==> src/rtl/pio_in_pkg.sv <==
// Shared register offsets, edge-type codes and the per-bit edge qualifier
// used by the PIO input responder and its debounce slices.
package pio_in_pkg;

  localparam logic [1:0] ADDR_DATA    = 2'd0;
  localparam logic [1:0] ADDR_MASK    = 2'd1;
  localparam logic [1:0] ADDR_CAPTURE = 2'd3;

  localparam int EDGE_RISE = 0;
  localparam int EDGE_FALL = 1;
  localparam int EDGE_ANY  = 2;

  function automatic logic edge_hit(input logic cur, input logic prev, input int edge_type);
    case (edge_type)
      EDGE_RISE: return cur & ~prev;
      EDGE_FALL: return ~cur & prev;
      EDGE_ANY:  return cur ^ prev;
      default:   return 1'b0;
    endcase
  endfunction

endpackage

==> src/rtl/pio_debounce_bit.sv <==
// One input bit: two-flop synchroniser, 3-sample history taken on the shared
// tick, and the debounced flop that follows three agreeing samples.
module pio_debounce_bit (
  input  logic clk,
  input  logic reset_n,
  input  logic tick,
  input  logic pin,
  output logic deb
);

  logic [1:0] sync_reg;
  logic [2:0] hist_reg, hist_next;
  logic       deb_reg, deb_next;

  always_comb begin
    hist_next = hist_reg;
    deb_next  = deb_reg;
    if (tick) begin
      hist_next = {hist_reg[1:0], sync_reg[1]};
      // Three agreeing samples span two tick periods, so shorter glitches never qualify.
      if ((&hist_next) && !deb_reg) begin
        deb_next = 1'b1;
      end else if (!(|hist_next) && deb_reg) begin
        deb_next = 1'b0;
      end
    end
  end

  always_ff @(posedge clk or negedge reset_n) begin
    if (!reset_n) begin
      sync_reg <= '0;
      hist_reg <= '0;
      deb_reg  <= 1'b0;
    end else begin
      sync_reg <= {sync_reg[0], pin};
      hist_reg <= hist_next;
      deb_reg  <= deb_next;
    end
  end

  assign deb = deb_reg;

endmodule

==> src/rtl/pio_in_responder.sv <==
// Avalon-MM PIO input slave: debounced inputs, edge capture (W1C) and a masked
// level interrupt. Define PIO_IRQ_EN to build the MASK register and irq.
module pio_in_responder
  import pio_in_pkg::*;
#(
  parameter int WIDTH           = 22,
  parameter int DEBOUNCE_CYCLES = 50000,
  parameter int EDGE_TYPE       = 1
) (
  input  logic             clk,
  input  logic             reset_n,
  input  logic [WIDTH-1:0] pin_in,
  input  logic [1:0]       avs_address,
  input  logic             avs_read,
  input  logic             avs_write,
  input  logic [31:0]      avs_writedata,
  output logic [31:0]      avs_readdata,
  output logic             avs_readdatavalid,
  output logic             irq
);

  localparam int            CW      = $clog2(DEBOUNCE_CYCLES);
  localparam logic [CW-1:0] PRE_MAX = CW'(DEBOUNCE_CYCLES - 1);

  logic [CW-1:0]    pre_reg, pre_next;
  logic             tick;
  logic [WIDTH-1:0] deb, deb_d_reg, edge_vec;
  logic [WIDTH-1:0] cap_reg, cap_next, clr_vec, mask_val;
  logic [31:0]      rd_mux, readdata_reg;
  logic             valid_reg, irq_reg, irq_next;
  logic             wr_cap;
  logic             unused_wdata;

  assign unused_wdata = ^avs_writedata;

  assign tick     = (pre_reg == PRE_MAX);
  assign pre_next = tick ? '0 : pre_reg + 1'b1;

  genvar gi;
  generate
    for (gi = 0; gi < WIDTH; gi++) begin : g_bit
      pio_debounce_bit u_deb (
        .clk     (clk),
        .reset_n (reset_n),
        .tick    (tick),
        .pin     (pin_in[gi]),
        .deb     (deb[gi])
      );
      assign edge_vec[gi] = edge_hit(deb[gi], deb_d_reg[gi], EDGE_TYPE);
    end
  endgenerate

  assign wr_cap  = avs_write && (avs_address == ADDR_CAPTURE);
  assign clr_vec = wr_cap ? avs_writedata[WIDTH-1:0] : '0;
  // A fresh edge wins over a same-cycle clear of that bit.
  assign cap_next = (cap_reg & ~clr_vec) | edge_vec;

`ifdef PIO_IRQ_EN
  logic             wr_mask;
  logic [WIDTH-1:0] mask_reg;

  assign wr_mask = avs_write && (avs_address == ADDR_MASK);

  always_ff @(posedge clk or negedge reset_n) begin
    if (!reset_n) begin
      mask_reg <= '0;
    end else if (wr_mask) begin
      mask_reg <= avs_writedata[WIDTH-1:0];
    end
  end

  assign mask_val = mask_reg;
  assign irq_next = |(cap_reg & mask_reg);
`else
  assign mask_val = '0;
  assign irq_next = 1'b0;
`endif

  always_comb begin
    rd_mux = '0;
    case (avs_address)
      ADDR_DATA:    rd_mux[WIDTH-1:0] = deb;
      ADDR_MASK:    rd_mux[WIDTH-1:0] = mask_val;
      ADDR_CAPTURE: rd_mux[WIDTH-1:0] = cap_reg;
      default:      rd_mux = '0;
    endcase
  end

  always_ff @(posedge clk or negedge reset_n) begin
    if (!reset_n) begin
      pre_reg      <= '0;
      deb_d_reg    <= '0;
      cap_reg      <= '0;
      readdata_reg <= '0;
      valid_reg    <= 1'b0;
      irq_reg      <= 1'b0;
    end else begin
      pre_reg   <= pre_next;
      deb_d_reg <= deb;
      cap_reg   <= cap_next;
      valid_reg <= avs_read;
      irq_reg   <= irq_next;
      if (avs_read) begin
        readdata_reg <= rd_mux;
      end
    end
  end

  assign avs_readdata      = readdata_reg;
  assign avs_readdatavalid = valid_reg;
  assign irq               = irq_reg;

endmodule

==> config.mk <==
export PLATFORM = sky130hd
export DESIGN_NAME = pio_in_responder
export DESIGN_NICKNAME = d
export VERILOG_FILES = /design/src/rtl/pio_in_pkg.sv /design/src/rtl/pio_debounce_bit.sv /design/src/rtl/pio_in_responder.sv
export SDC_FILE = /design/constraint.sdc
export NUM_CORES = 1
export LEC_CHECK = 0
export ABC_AREA = 0
export BUFFER_PORTS_ARGS = -buffer_cell sky130_fd_sc_hd__buf_4
export CAP_MARGIN = 20
export CORE_MARGIN = 5
export CORE_UTILIZATION = 55
export DETAILED_ROUTE_END_ITERATION = 6
export GPL_TIMING_DRIVEN = 0
export PLACE_DENSITY = 0.77
export SYNTH_ARGS = -nofsm -noshare
export SYNTH_HDL_FRONTEND = slang
export SYNTH_SLANG_ARGS = --single-unit
==> constraint.sdc <==
create_clock -name clk -period 3.7 [get_ports clk]
set_clock_uncertainty 0.2 [all_clocks]
set_input_delay 0.185 -clock clk [delete_from_list [all_inputs] [get_ports clk]]
set_output_delay 0.185 -clock clk [all_outputs]
set_load 0.01 [all_outputs]
==> metrics.cfg, run 1 <==
[routing]
drt_iter0_drc=416
drc=0
routed_wl_um=14800
drt_pass1_iterations=5
ant_nets=0
via_per_inst=5.25
vias=5227
wl_per_cell_um=14.9

[power]
p_per_area_mw_per_mm2=456
p_leak_nw=4.45
vdd_ir_drop_max_mv=0.251
power_w=0.00411

[clock_network]
cts_setup_buffers=0
cts_tree=done
cts.sinks=193
clkTransAtPathRegs_ns=0.07
cts_resized=0
clockBufferDepth=2
root_buffer=clkbuf_16
clock_latency_ns=0.43
cts_buffers=17
ctsHoldBuffers=46
h-tree-depth=4

[placement]
place.gp.congestion=0.805
post-dp-hpwl_um=9590
io_buffers=72

[synthesis]
synth_flop_cell=dfrtp_1
ys_warn_count=0
syn_area_mm2=0.00715
synth_cells=663
synth_edf_count=0
synthTopCellsByCount=nand2_1 (201), dfrtp_1 (193), inv_1 (48)
yosysTopAreaCellShare=0.675
synthTopCellsByArea=dfrtp_1 (68%), nand2_1 (11%), inv_1 (2.5%), nand4_1 (2.4%), a22oi_1 (2.3%)
ys_seq_area_frac=0.675
syn_avg_cell_area_um2=10.8
synth_top_area_cell=dfrtp_1
synthDistinctLibCells=28
async_reset_ff_frac=1.00
yosysMostFrequentCell=nand2_1
ys_seq_elements=193

[timing]
rsz0062_at_grt=no
min_period_ns=2.09
setup-tns-final_ns=0
slew_headroom=0.576
drv_slew=0
setup_violations=0
worst_slew_pin_slew_ns=0.635
hold_viol_final=0
min_period_over_period=0.564
max_freq_mhz=479

[finish]
diodes=0
area_growth_syn_to_layout_pct=26.0
nets=874
final_core_util=0.711
layout-drive-gt1-share=0.155

[global_routing]
grt_pass1_vias=5322
grt_overflow=0
grt_max_degree=106
grt_usage=0.211
antenna_found_initial=0
grt_pass1_wl_um=25100

[floorplan]
die_h_um=124
ios=94
num_rows=41
coreArea_mm2=0.0127
die_area_mm2=0.0154
die_x_um=124
start_util=0.564

[worst_setup_path]
cp-start-kind=flop
rrSetupSlack_ns=1.61
critPathKind=flop to flop
end_kind=flop
rr_startpoint=pre_reg[0]$_DFF_PN0_
crit_arrival_ns=2.24
cp.required_ns=3.86
reg2reg_depth=7
critPathMaxFanout=10
reg2reg_to=g_bit[2].u_deb.hist_reg[1]$_DFFE_PN0N_

[min_path]
whs_endpoint=cap_reg[21]$_DFF_PN0_
hold_path.class=primary input to flop
hp-start=avs_write
holdPathStages=5

[job]
maxCapViolCount=0

[outcome]
status=finished, final reports clean

[how the worst max path moves through the flow]
stage	slack, ns	to	startpoint	cells past startpoint
6_report	1.61	g_bit[2].u_deb.hist_reg[1]$_DFFE_PN0N_	pre_reg[0]$_DFF_PN0_	7
5_1_grt	1.51	g_bit[5].u_deb.deb$_DFFE_PN0P_	pre_reg[0]$_DFF_PN0_	6
4_1_cts	1.64	g_bit[21].u_deb.hist_reg[0]$_DFFE_PN0N_	pre_reg[0]$_DFF_PN0_	7
3_5_place_dp	1.69	g_bit[7].u_deb.deb$_DFFE_PN0P_	pre_reg[0]$_DFF_PN0_	6
3_3_place_gp	1.12	avs_readdata[1]$_DFFE_PN0P_	reset_n	1
2_1_floorplan	1.93	g_bit[10].u_deb.deb$_DFFE_PN0P_	pre_reg[0]$_DFF_PN0_	7
[power breakdown]
group	leakage, nW	internal, W	switching [W]
Clock	0.275	0.000995	0.000748
Sequential	2.57	0.00215	0.0000249
Combinational	1.61	0.0000946	0.0000969
Total	4.45	0.00324	0.000870
[logic make-up after synthesis]
| group | after synthesis | share of synthesized area |
|---|---|---|
| and+or+nand+nor | 280 | 0.168 |
| DFF | 193 | 0.675 |
| AOI/OAI and AO/OA | 88 | 0.0808 |
| buffers and inverters | 84 | 0.0527 |
| xor gates and xnor gates | 14 | 0.0171 |
| adders and majority gates | 3 | 0.00525 |
| other | 1 | 0.000524 |
[metal layers]
metal	global-route usage	vias up	wire length [µm]
met5	0	-	0
met1	0.275	2571	6080
met3	0.0490	32	816
li1	-	2481	-
met2	0.345	143	7600
met4	0.0849	0	312
[critical path, stage by stage (launching register included)]
cell and delay (ns):
dfrtp_1 0.42, ha_1 0.25, and3_1 0.24, nand4_1 0.18, buf_2 0.29, buf_2 0.28
nand2_1 0.09, nand2_1 0.07
[per-stage QoR]
step	std cells	worst slack, ns	area, µm²	hold WS (ns)
final	996	1.61	9010	0.0973
after global routing	996	1.51	9010	0.120
after CTS	996	1.64	9010	0.0889
after detailed placement	918	1.69	7980	0.0336
after global placement	917	1.12	7950	0.0942
after floorplan	673	1.93	7190	-0.311
[area by class of cell]
cell class	instances	area [µm²]
inverters	48	180
repair buffers	119	1040
well taps	172	215
flip-flops and latches	193	4830
clock inverters	9	81.3
fillers	861	3660
clock buffers	23	488
multi-input cells	396	1980
plain buffers	36	196
[cell usage in the layout (no fill, tap or decap), types with 3 or more instances in the layout]
| cell type | synthesis | final |
|---|---|---|
| a22oi_1 | 22 | 22 |
| buf_1 | 3 | 3 |
| buf_2 | 10 | 10 |
| buf_4 | 13 | 84 |
| clkbuf_1 | 10 | 12 |
| clkbuf_16 | 0 | 17 |
| clkbuf_8 | 0 | 4 |
| clkinv_2 | 0 | 4 |
| clkinvlp_4 | 0 | 3 |
| conb_1 | 1 | 11 |
| dfrtp_1 | 193 | 193 |
| dlygate4sd3_1 | 0 | 46 |
| ha_1 | 3 | 3 |
| inv_1 | 48 | 48 |
| nand2_1 | 201 | 201 |
| nand3_1 | 27 | 27 |
| nand4_1 | 27 | 27 |
| nor2_1 | 10 | 10 |
| nor3_1 | 4 | 4 |
| nor4_1 | 3 | 3 |
| o21ai_0 | 22 | 22 |
| o22ai_1 | 22 | 22 |
| o31ai_1 | 22 | 22 |
| xnor2_1 | 8 | 8 |
| xor2_1 | 6 | 6 |
Power figures use the tool's default switching activity.
==> run 2: changes to the inputs <==
CORE_UTILIZATION = 51   (was 55)
PLACE_DENSITY = 0.75   (was 0.77)
clock period = 1.8 ns   (was 3.7 ns; I/O delays follow)
==> run 2 against run 1 <==
Cell count rose by 2.3%. Fmax rose by 13%. Global-route usage fell by 1.7 points. Clock power rose by 120%. The run now ends with setup timing left. Largest power group unchanged. Core utilization fell by 2.2 points. Count of clock-buffer cells in the layout rose by 1.
==> metrics.cfg, run 2 (synthesized netlist as in run 1, its figures left out) <==
[clock_network]
clkTransAtPathRegs_ns=0.07  ; about the same
cts_buffers=17  ; unchanged
cts.sinks=193  ; unchanged
cts_tree=done  ; unchanged
h-tree-depth=4  ; unchanged
clock_latency_ns=0.42  ; was 0.43 ns
root_buffer=clkbuf_16  ; unchanged
clockBufferDepth=2  ; unchanged

[routing]
drc=0  ; unchanged
vias=5333  ; was 5227
routed_wl_um=15800  ; was 14800 µm
drt_pass1_iterations=5  ; unchanged
via_per_inst=5.23  ; was 5.25
wl_per_cell_um=15.5  ; was 14.9 µm
ant_nets=0  ; unchanged
drt_iter0_drc=478  ; was 416

[job]
maxCapViolCount=0  ; unchanged

[power]
p_clk_frac=0.446  ; was 0.424
internal_power_w=0.00699  ; was 0.00324 W
p_sw_frac=0.203  ; was 0.212
power.net_switching_w=0.00179  ; was 0.000870 W
p_per_area_mw_per_mm2=922  ; was 456 mW/mm²
p_seq_frac=0.510  ; was 0.529
p_leak_nw=4.65  ; was 4.45 nW
p_comb_frac=0.045  ; was 0.047
vdd_ir_drop_max_mv=0.609  ; was 0.251 mV

[worst_setup_path]
end_kind=flop  ; unchanged
cp.required_ns=1.96  ; was 3.86 ns
crit_arrival_ns=2.00  ; was 2.24 ns
cp-start-kind=flop  ; unchanged
critPathKind=flop to flop  ; unchanged
critPathMaxFanout=10  ; unchanged

[placement]
io_buffers=72  ; unchanged
place_area_mm2=0.00799  ; was 0.00798 mm²
post-dp-hpwl_um=9670  ; was 9590 µm
place.gp.congestion=0.787  ; was 0.805
placed_cells=926  ; was 918

[finish]
layout-drive-gt1-share=0.218  ; was 0.155
nets=889  ; was 874
final_common_cell=dfrtp_1  ; was nand2_1
final_cells=1019  ; was 996
diodes=0  ; unchanged
postLayoutCellArea_mm2=0.00952  ; was 0.00901 mm²
area_growth_syn_to_layout_pct=33.2  ; was 26.0%
mostFrequentLayoutCells=dfrtp_1 (191), nand2_1 (176), buf_4 (92)  ; was nand2_1 (201), dfrtp_1 (193), buf_4 (84)
final_core_util=0.689  ; was 0.711

[floorplan]
die_area_mm2=0.0165  ; was 0.0154 mm²
start_util=0.517  ; was 0.564
coreArea_mm2=0.0138  ; was 0.0127 mm²
ios=94  ; unchanged
die_x_um=128  ; was 124 µm
die_h_um=128  ; was 124 µm
num_rows=43  ; was 41

[outcome]
status=finished, violations left  ; was finished, final reports clean
violations=setup timing

[global_routing]
grt_overflow=0  ; unchanged
grt_max_degree=123  ; was 106
grt_usage=0.194  ; was 0.211
grt_pass1_wl_um=25400  ; was 25100 µm
grt_pass1_vias=5384  ; was 5322
antenna_found_initial=0  ; unchanged

[min_path]
hold_path.class=primary input to flop  ; unchanged

[timing]
hold_viol_final=0  ; unchanged
setup_violations=12  ; was 0
holdWs_ns=0.0367  ; was 0.0973 ns
rsz0062_at_grt=yes  ; was no
slew_headroom=0.409  ; was 0.576
drv_slew=0  ; unchanged
max_freq_mhz=544  ; was 479 MHz
min_period_over_period=1.02  ; was 0.564
worst_slew_pin_slew_ns=0.886  ; was 0.635 ns
min_period_ns=1.84  ; was 2.09 ns
setup_ws_ns=-0.0387  ; was 1.61 ns

-- run 2: cell count changes in the layout (fill, tap and decap cells not counted), sizes merged --
| cell | delta |
|---|---|
| clkbuf | +1 |
| buf | +13 |
| bufinv | +2 |
| clkinvlp | -2 |
| clkinv | -1 |
| dlygate4sd3 | +2 |
-- run 2: metal layers --
layer,part of all wire,global-route usage,vias up
li1,-,-,2511
met1,0.41,0.245,2603
met2,0.52,0.333,187
met3,0.055,0.0349,32
met4,0.018,0.0768,0
met5,0,0,-
-- run 2: final cells by class --
class / count / area (µm²)
Multi-Input combinational cell: 396 / 2160
Buffer: 36 / 274
Tap cell: 180 / 225
Sequential cell: 193 / 4830
Clock inverter: 8 / 125
Inverter: 48 / 180
Fill cell: 954 / 4300
Clock buffer: 24 / 502
Timing Repair Buffer: 134 / 1220
-- run 2: power by group through the flow --
stage               logic (W)  registers (W)  clock network [W]
global route         0.000442        0.00448            0.00416
CTS                  0.000397        0.00447            0.00394
floorplan            0.000101        0.00454                  0
global placement     0.000296        0.00455                  0
detailed placement   0.000314        0.00455                  0
finish               0.000393        0.00447            0.00391
-- run 2: timing repair --
item / CTS / global route
endpoints found under the hold margin: 168 / 0
hold buffers: 48 / 0
pin swaps: 2 / 26
gates resized for setup: 22 / 63
endpoints found under the setup margin: 70 / 76
buffers inserted: 6 / 3
cloned: 0 / 4
-- run 2: path summary, 6_finish.rpt --
check,startpoint,end,slack [ns],depth (start not counted)
setup / recovery,pre_reg[10]$_DFF_PN0_,g_bit[21].u_deb.deb$_DFFE_PN0P_,-0.04,5
hold / removal,avs_address[1],avs_readdata[21]$_DFFE_PN0P_,0.04,5
setup reg to reg,pre_reg[10]$_DFF_PN0_,g_bit[21].u_deb.deb$_DFFE_PN0P_,-0.04,5
hold reg to reg,g_bit[14].u_deb.sync_reg[0]$_DFF_PN0_,g_bit[14].u_deb.sync_reg[1]$_DFF_PN0_,0.15,0
max in group asynchronous,reset_n,avs_readdata[2]$_DFFE_PN0P_,0.39,3
min in group asynchronous,reset_n,pre_reg[14]$_DFF_PN0_,0.16,2
-- run 2: per-stage QoR --
step | setup WS, ns | total power, W | setup TNS [ns]
2_1_floorplan | 0.0262 | 0.00464 | 0
3_3_place_gp | -0.685 | 0.00484 | -135.86
3_5_place_dp | -0.205 | 0.00487 | -10.45
4_1_cts | 0.00345 | 0.00881 | 0
5_1_grt | -0.128 | 0.00908 | -4.78
6_report | -0.0387 | 0.00878 | -0.135
-- run 2: worst max-delay path, stage by stage (launching register included) --
cell and delay, ns:
dfrtp_1 0.48, nor4_4 0.30, and4_4 0.29, buf_2 0.24, nand4_1 0.15, nand3_1 0.12
